`src/rtl/cmm_hst2apb_pkg.sv`:
```
// rtl/cmm_hst2apb_pkg.sv - shared types and constants for the host-to-APB requester
package cmm_hst2apb_pkg;

   typedef enum logic [1:0] {
      IDLE   = 2'd0,
      SETUP  = 2'd1,
      ACCESS = 2'd2
   } state_t;

   // Response classification codes used by scoreboards
   localparam logic [1:0] RSP_OK     = 2'd0;
   localparam logic [1:0] RSP_SLVERR = 2'd1;
   localparam logic [1:0] RSP_TMO    = 2'd2;

   localparam logic [3:0] STRB_ALL = 4'hF;

endpackage

```
`src/rtl/cmm_tmo_cnt.sv`:
```
// rtl/cmm_tmo_cnt.sv - clear/increment wait counter that flags the cycle it reaches its limit
module cmm_tmo_cnt #(
   parameter int C_MAX = 255,
   parameter int C_W   = 8
) (
   input  logic clk,
   input  logic rst,
   input  logic clr,
   input  logic inc,
   output logic hit
);

   // hit fires on the increment that brings the count to C_MAX; C_MAX of 0 never hits
   localparam logic [C_W-1:0] LAST = C_W'((C_MAX == 0) ? 0 : C_MAX - 1);

   logic [C_W-1:0] cnt;

   // Count increments; clear has priority so a fresh wait window always starts at zero
   always_ff @(posedge clk or posedge rst) begin
      if (rst) begin
         cnt <= '0;
      end else if (clr) begin
         cnt <= '0;
      end else if (inc) begin
         cnt <= cnt + C_W'(1);
      end
   end

   assign hit = (C_MAX != 0) && inc && (cnt == LAST);

endmodule

```
`src/rtl/cmm_hst2apb.sv`:
```
// rtl/cmm_hst2apb.sv - valid/ready host request to APB4 requester with wait-state timeout
module cmm_hst2apb
   import cmm_hst2apb_pkg::*;
#(
   parameter int         C_AW    = 6,
   parameter int         C_TMO   = 255,
   parameter int         C_TMO_W = 8,
   parameter logic [2:0] C_PROT  = 3'b000
) (
   input  logic            clk,
   input  logic            rst,
   input  logic            req_vld,
   output logic            req_rdy,
   input  logic            req_wen,
   input  logic [C_AW-1:0] req_addr,
   input  logic [31:0]     req_wdat,
   input  logic [3:0]      req_strb,
   output logic            rsp_vld,
   output logic [31:0]     rsp_rdat,
   output logic            rsp_err,
   output logic            rsp_tmo,
   output logic            apb_psel,
   output logic            apb_penable,
   output logic            apb_pwrite,
   output logic [2:0]      apb_pprot,
   output logic [C_AW-1:0] apb_paddr,
   output logic [31:0]     apb_pwdata,
   output logic [3:0]      apb_pwstrb,
   input  logic            apb_pready,
   input  logic [31:0]     apb_prdata,
   input  logic            apb_pslverr
);

   state_t state;
   state_t state_nxt;
   logic   accept;
   logic   tmo_clr;
   logic   tmo_inc;
   logic   tmo_hit;

   assign req_rdy   = (state == IDLE);
   assign accept    = req_vld & req_rdy;
   assign apb_pprot = C_PROT;

   cmm_tmo_cnt #(
      .C_MAX (C_TMO),
      .C_W   (C_TMO_W)
   ) u_tmo_cnt (
      .clk (clk),
      .rst (rst),
      .clr (tmo_clr),
      .inc (tmo_inc),
      .hit (tmo_hit)
   );

   // State register
   always_ff @(posedge clk or posedge rst) begin
      if (rst) begin
         state <= IDLE;
      end else begin
         state <= state_nxt;
      end
   end

   // Next state and timeout counter control; SETUP clears the counter for the coming ACCESS
   always_comb begin
      state_nxt = state;
      tmo_clr   = 1'b0;
      tmo_inc   = 1'b0;
      case (state)
         IDLE: begin
            if (accept) state_nxt = SETUP;
         end
         SETUP: begin
            tmo_clr   = 1'b1;
            state_nxt = ACCESS;
         end
         ACCESS: begin
            if (apb_pready) begin
               state_nxt = IDLE;
            end else begin
               tmo_inc = 1'b1;
               if (tmo_hit) state_nxt = IDLE;
            end
         end
         default: state_nxt = IDLE;
      endcase
   end

   // APB request signals: select/enable follow the next state, transfer fields latch on acceptance
   always_ff @(posedge clk or posedge rst) begin
      if (rst) begin
         apb_psel    <= 1'b0;
         apb_penable <= 1'b0;
         apb_pwrite  <= 1'b0;
         apb_paddr   <= '0;
         apb_pwdata  <= '0;
         apb_pwstrb  <= '0;
      end else begin
         apb_psel    <= (state_nxt != IDLE);
         apb_penable <= (state_nxt == ACCESS);
         if (accept) begin
            apb_pwrite <= req_wen;
            apb_paddr  <= req_addr;
            apb_pwdata <= req_wen ? req_wdat : 32'h0;
            apb_pwstrb <= req_wen ? req_strb : 4'h0;
         end
      end
   end

   // One-cycle response; normal completion takes precedence over a same-cycle timeout
   always_ff @(posedge clk or posedge rst) begin
      if (rst) begin
         rsp_vld  <= 1'b0;
         rsp_rdat <= 32'h0;
         rsp_err  <= 1'b0;
         rsp_tmo  <= 1'b0;
      end else begin
         rsp_vld  <= 1'b0;
         rsp_rdat <= 32'h0;
         rsp_err  <= 1'b0;
         rsp_tmo  <= 1'b0;
         if (state == ACCESS) begin
            if (apb_pready) begin
               rsp_vld  <= 1'b1;
               rsp_err  <= apb_pslverr;
               rsp_rdat <= apb_pwrite ? 32'h0 : apb_prdata;
            end else if (tmo_hit) begin
               rsp_vld <= 1'b1;
               rsp_err <= 1'b1;
               rsp_tmo <= 1'b1;
            end
         end
      end
   end

endmodule

```
`config.mk`:
```
export PLATFORM = sky130hd
export DESIGN_NAME = cmm_hst2apb
export DESIGN_NICKNAME = d
export VERILOG_FILES = /design/src/rtl/cmm_hst2apb_pkg.sv /design/src/rtl/cmm_tmo_cnt.sv /design/src/rtl/cmm_hst2apb.sv
export SDC_FILE = /design/constraint.sdc
export NUM_CORES = 1
export LEC_CHECK = 0
export ABC_AREA = 1
export BUFFER_PORTS_ARGS = -buffer_cell sky130_fd_sc_hd__buf_2
export CORE_MARGIN = 3
export CORE_UTILIZATION = 46
export DETAILED_ROUTE_END_ITERATION = 8
export PLACE_DENSITY_LB_ADDON = 0.12
export SYNTH_ARGS = -nofsm -noshare
export SYNTH_HDL_FRONTEND = slang
export SYNTH_SLANG_ARGS = --single-unit
```
`constraint.sdc`:
```
create_clock -name clk -period 3.7 [get_ports clk]
set_clock_uncertainty 0.05 [all_clocks]
set_input_delay 0.555 -clock clk [delete_from_list [all_inputs] [get_ports clk]]
set_output_delay 0.555 -clock clk [all_outputs]
set_load 0.005 [all_outputs]
```
==> impl_metrics.toml <==
[floorplan]
pin_count = 164
die_w_um = 93.61
design.core.area_sq_um = 7331
num_rows = 31
die_h_um = 93.61
die_area_sq_um = 8763
start_util_pct = 48.17

[sta]
fin_crit_sh_pct = 49.18
worst_pin_slew_ps = 1025
final-hold-violation-count = 0
final.min_clock_period_ps = 1820
finalSetupViolCount = 0
max_freq_ghz = 0.5495
rsz0062_at_grt = "no"
tns_ps = 0
hold_ws_ps = 153.2
report.final.slew_viol_count = 0
slew_headroom_pct = 31.53

[clock_tree]
cts_tree = "done"
htree_levels = 3
clockRootBuffer = "clkbuf_8"
postCtsSetupRepairBufs = 0
clkTransAtPathRegs_ps = 90
hold_buffers = 0
cts_buffers = 9
ctsResizeCount = 0
clk_latency_ps = 340
numClockSinks = 90
cts_buffer_depth = 2

[synthesis]
yosys-top-cells-area = "dfrtp_1 (64%), nand2_1 (16%), o21ai_0 (5.7%), nor2_1 (4.4%), inv_1 (1.2%)"
yosys.area.top_type = "dfrtp_1"
ys_seq_area_share_pct = 63.78
synth_edf_count = 0
synth_top_cell_area_share_pct = 63.78
netlist_area_sq_um = 3531
synth_ff_type = "dfrtp_1"
synth.distinct_cells = 25
yosysMostFrequentCell = "nand2_1"
yosys-top-cells-count = "nand2_1 (148), dfrtp_1 (90), nor2_1 (41)"
postSynthCellCount = 380
yosysWarningCount = 0
syn_area_per_cell_sq_um = 9.292
synth.ff_latch_count = 90
async_flop_share_pct = 100.0

[worst_setup_path]
cp_top_family = "simple AND/OR/NAND/NOR gates"
crit_chain = "nor2_4 > nand2_2 > nand2_2 > nand2_1 > nor2_1 > nor2_1"
arrival_ps = 2000
start_kind = "flop"
required_ps = 3880
slowest_delay_ps = 610
crit_type = "flop to flop"
slowest_stage = "nor2_4"
critPathMaxFanout = 34
cp_num_buf_inv = 0
end_kind = "flop"

[min_path]
hp-class = "input pin to asynchronous set/reset pin"

[global_route]
grt_overflow = 0
grt_max_degree = 81
top_usage_layer = "met2"
antenna_found_initial = 0
grt_pass1_vias = 2817
grt_pass1_wl_um = 13460
gr-usage-met1_pct = 25.89
met3_usage_pct = 3.781
gr-usage-met2_pct = 31.63
grtUsageTotal_pct = 19.61

[drt]
drtIter0Drc = 91
wl_per_cell_um = 13.19
wl_um = 8399
drc = 0
drt_pass1_iterations = 4
drtAntennaViolNets = 0
vias_per_cell = 4.688
num_vias = 2986

[power_and_ir_drop]
p_per_area_nw_per_um2 = 650.5
p_leak_nw = 2.558
pwr-share-seq_pct = 47.1
netSwitchingFraction_pct = 34.46
total_power_mw = 2.967
power_frac_comb_pct = 30.5
clkPwrFrac_pct = 22.4
switchingPower_mw = 1.022
p_int_mw = 1.944
irDropWorstVdd_mv = 0.3934

[layout]
fin_nets = 616
fill_cells = 674
multi_input_area_sq_um = 1117
utilization_pct = 62.21
finalNonFillerCells = 637
ff_latch_area_sq_um = 2252
num_antenna_cells = 0
syn_to_final_growth_pct = 29.16
layout-drive-gt1-share_pct = 35.13

[place]
routabilityCongestion = 0.8274
hpwl_um = 6115
numPlacedInstances = 622
place.port_buffers = 160

[run]
max_cap_violations = 0

[outcome]
status = "finished, final reports clean"
-- power by group through the flow --
| stage | registers [mW] | logic (mW) | clock network (mW) |
|---|---|---|---|
| floorplan | 1.44 | 0.483 | 0 |
| global placement | 1.41 | 0.899 | 0 |
| detailed placement | 1.42 | 0.922 | 0 |
| CTS | 1.40 | 0.925 | 0.686 |
| global route | 1.43 | 1.04 | 0.732 |
| finish | 1.40 | 0.904 | 0.664 |
-- path summary, 6_finish.rpt --
kind,slack [ps],start,cells after the start,endpoint
setup / recovery,1880,state[0]$_DFF_PP0_,6,u_tmo_cnt.cnt[7]$_DFFE_PP0P_
hold / removal,150,rst,2,rsp_rdat[31]$_DFF_PP0_
setup reg to reg,1880,state[0]$_DFF_PP0_,6,u_tmo_cnt.cnt[7]$_DFFE_PP0P_
hold reg to reg,430,apb_paddr[0]$_DFFE_PP0P_,2,apb_paddr[0]$_DFFE_PP0P_
max in group asynchronous,2640,rst,3,apb_pwdata[17]$_DFFE_PP0P_
min in group clk,360,req_addr[0],3,apb_paddr[0]$_DFFE_PP0P_
-- sequential cells by signal (all words and copies together), names as in the netlist --
name and flops:
apb_pwdata 32, apb_penable 1, u_tmo_cnt.cnt 8, rsp_tmo 1
apb_psel 1, apb_paddr 6, rsp_vld 1, state 2
apb_pwstrb 4, rsp_err 1, apb_pwrite 1, rsp_rdat 32
-- final cells by class --
cell class / instances / area share, %
Sequential cell: 90 / 49.38
Multi-Input combinational cell: 258 / 24.50
Timing Repair Buffer: 162 / 17.89
Clock buffer: 10 / 3.018
Tap cell: 99 / 2.716
Clock inverter: 5 / 1.399
Inverter: 13 / 1.097
-- cell usage in the layout, fill, tap and decap left out, drive strengths merged, types with 2 or more instances in the layout --
cell	n
clkbuf	10
inv	13
dfrtp	90
conb	3
nand3	8
nor2	44
nand4	2
o21ai	43
buf	162
ha	2
nand2	151
clkinv	3
-- kinds of logic (layout without fill, tap and decap cells) --
logic type | Yosys count | after routing | synth area share (%)
adders and majority gates | 2 | 2 | 0.7086
DFF | 90 | 90 | 63.78
other | 1 | 3 | 0.1062
and+or+nand+nor | 207 | 207 | 23.56
AOI/OAI and AO/OA | 45 | 45 | 6.804
xor gates and xnor gates | 1 | 1 | 0.2481
buffers and inverters | 34 | 190 | 4.784
-- metrics by stage --
step                      cell area [sq um]  setup slack, ps
after floorplan                        3538            759.7
after global placement                 4359             1899
after detailed placement               4359             1858
after CTS                              4561             1853
after global routing                   4561             1688
final                                  4561             1880
-- per-layer routing --
layer  vias to the layer above  share of wire (%)
li1                       1485                  -
met5                         -                  0
met3                        11                7.2
met1                      1370                 42
met2                       120                 49
met4                         0                1.9
-- worst register-to-register path, stage by stage (launching register included) --
cell     delay [ps]
dfrtp_1         460
nor2_4          610
nand2_2         230
nand2_2         160
nand2_1          60
nor2_1          100
nor2_1           50
Note: power is estimated with default switching activity, not from simulation.
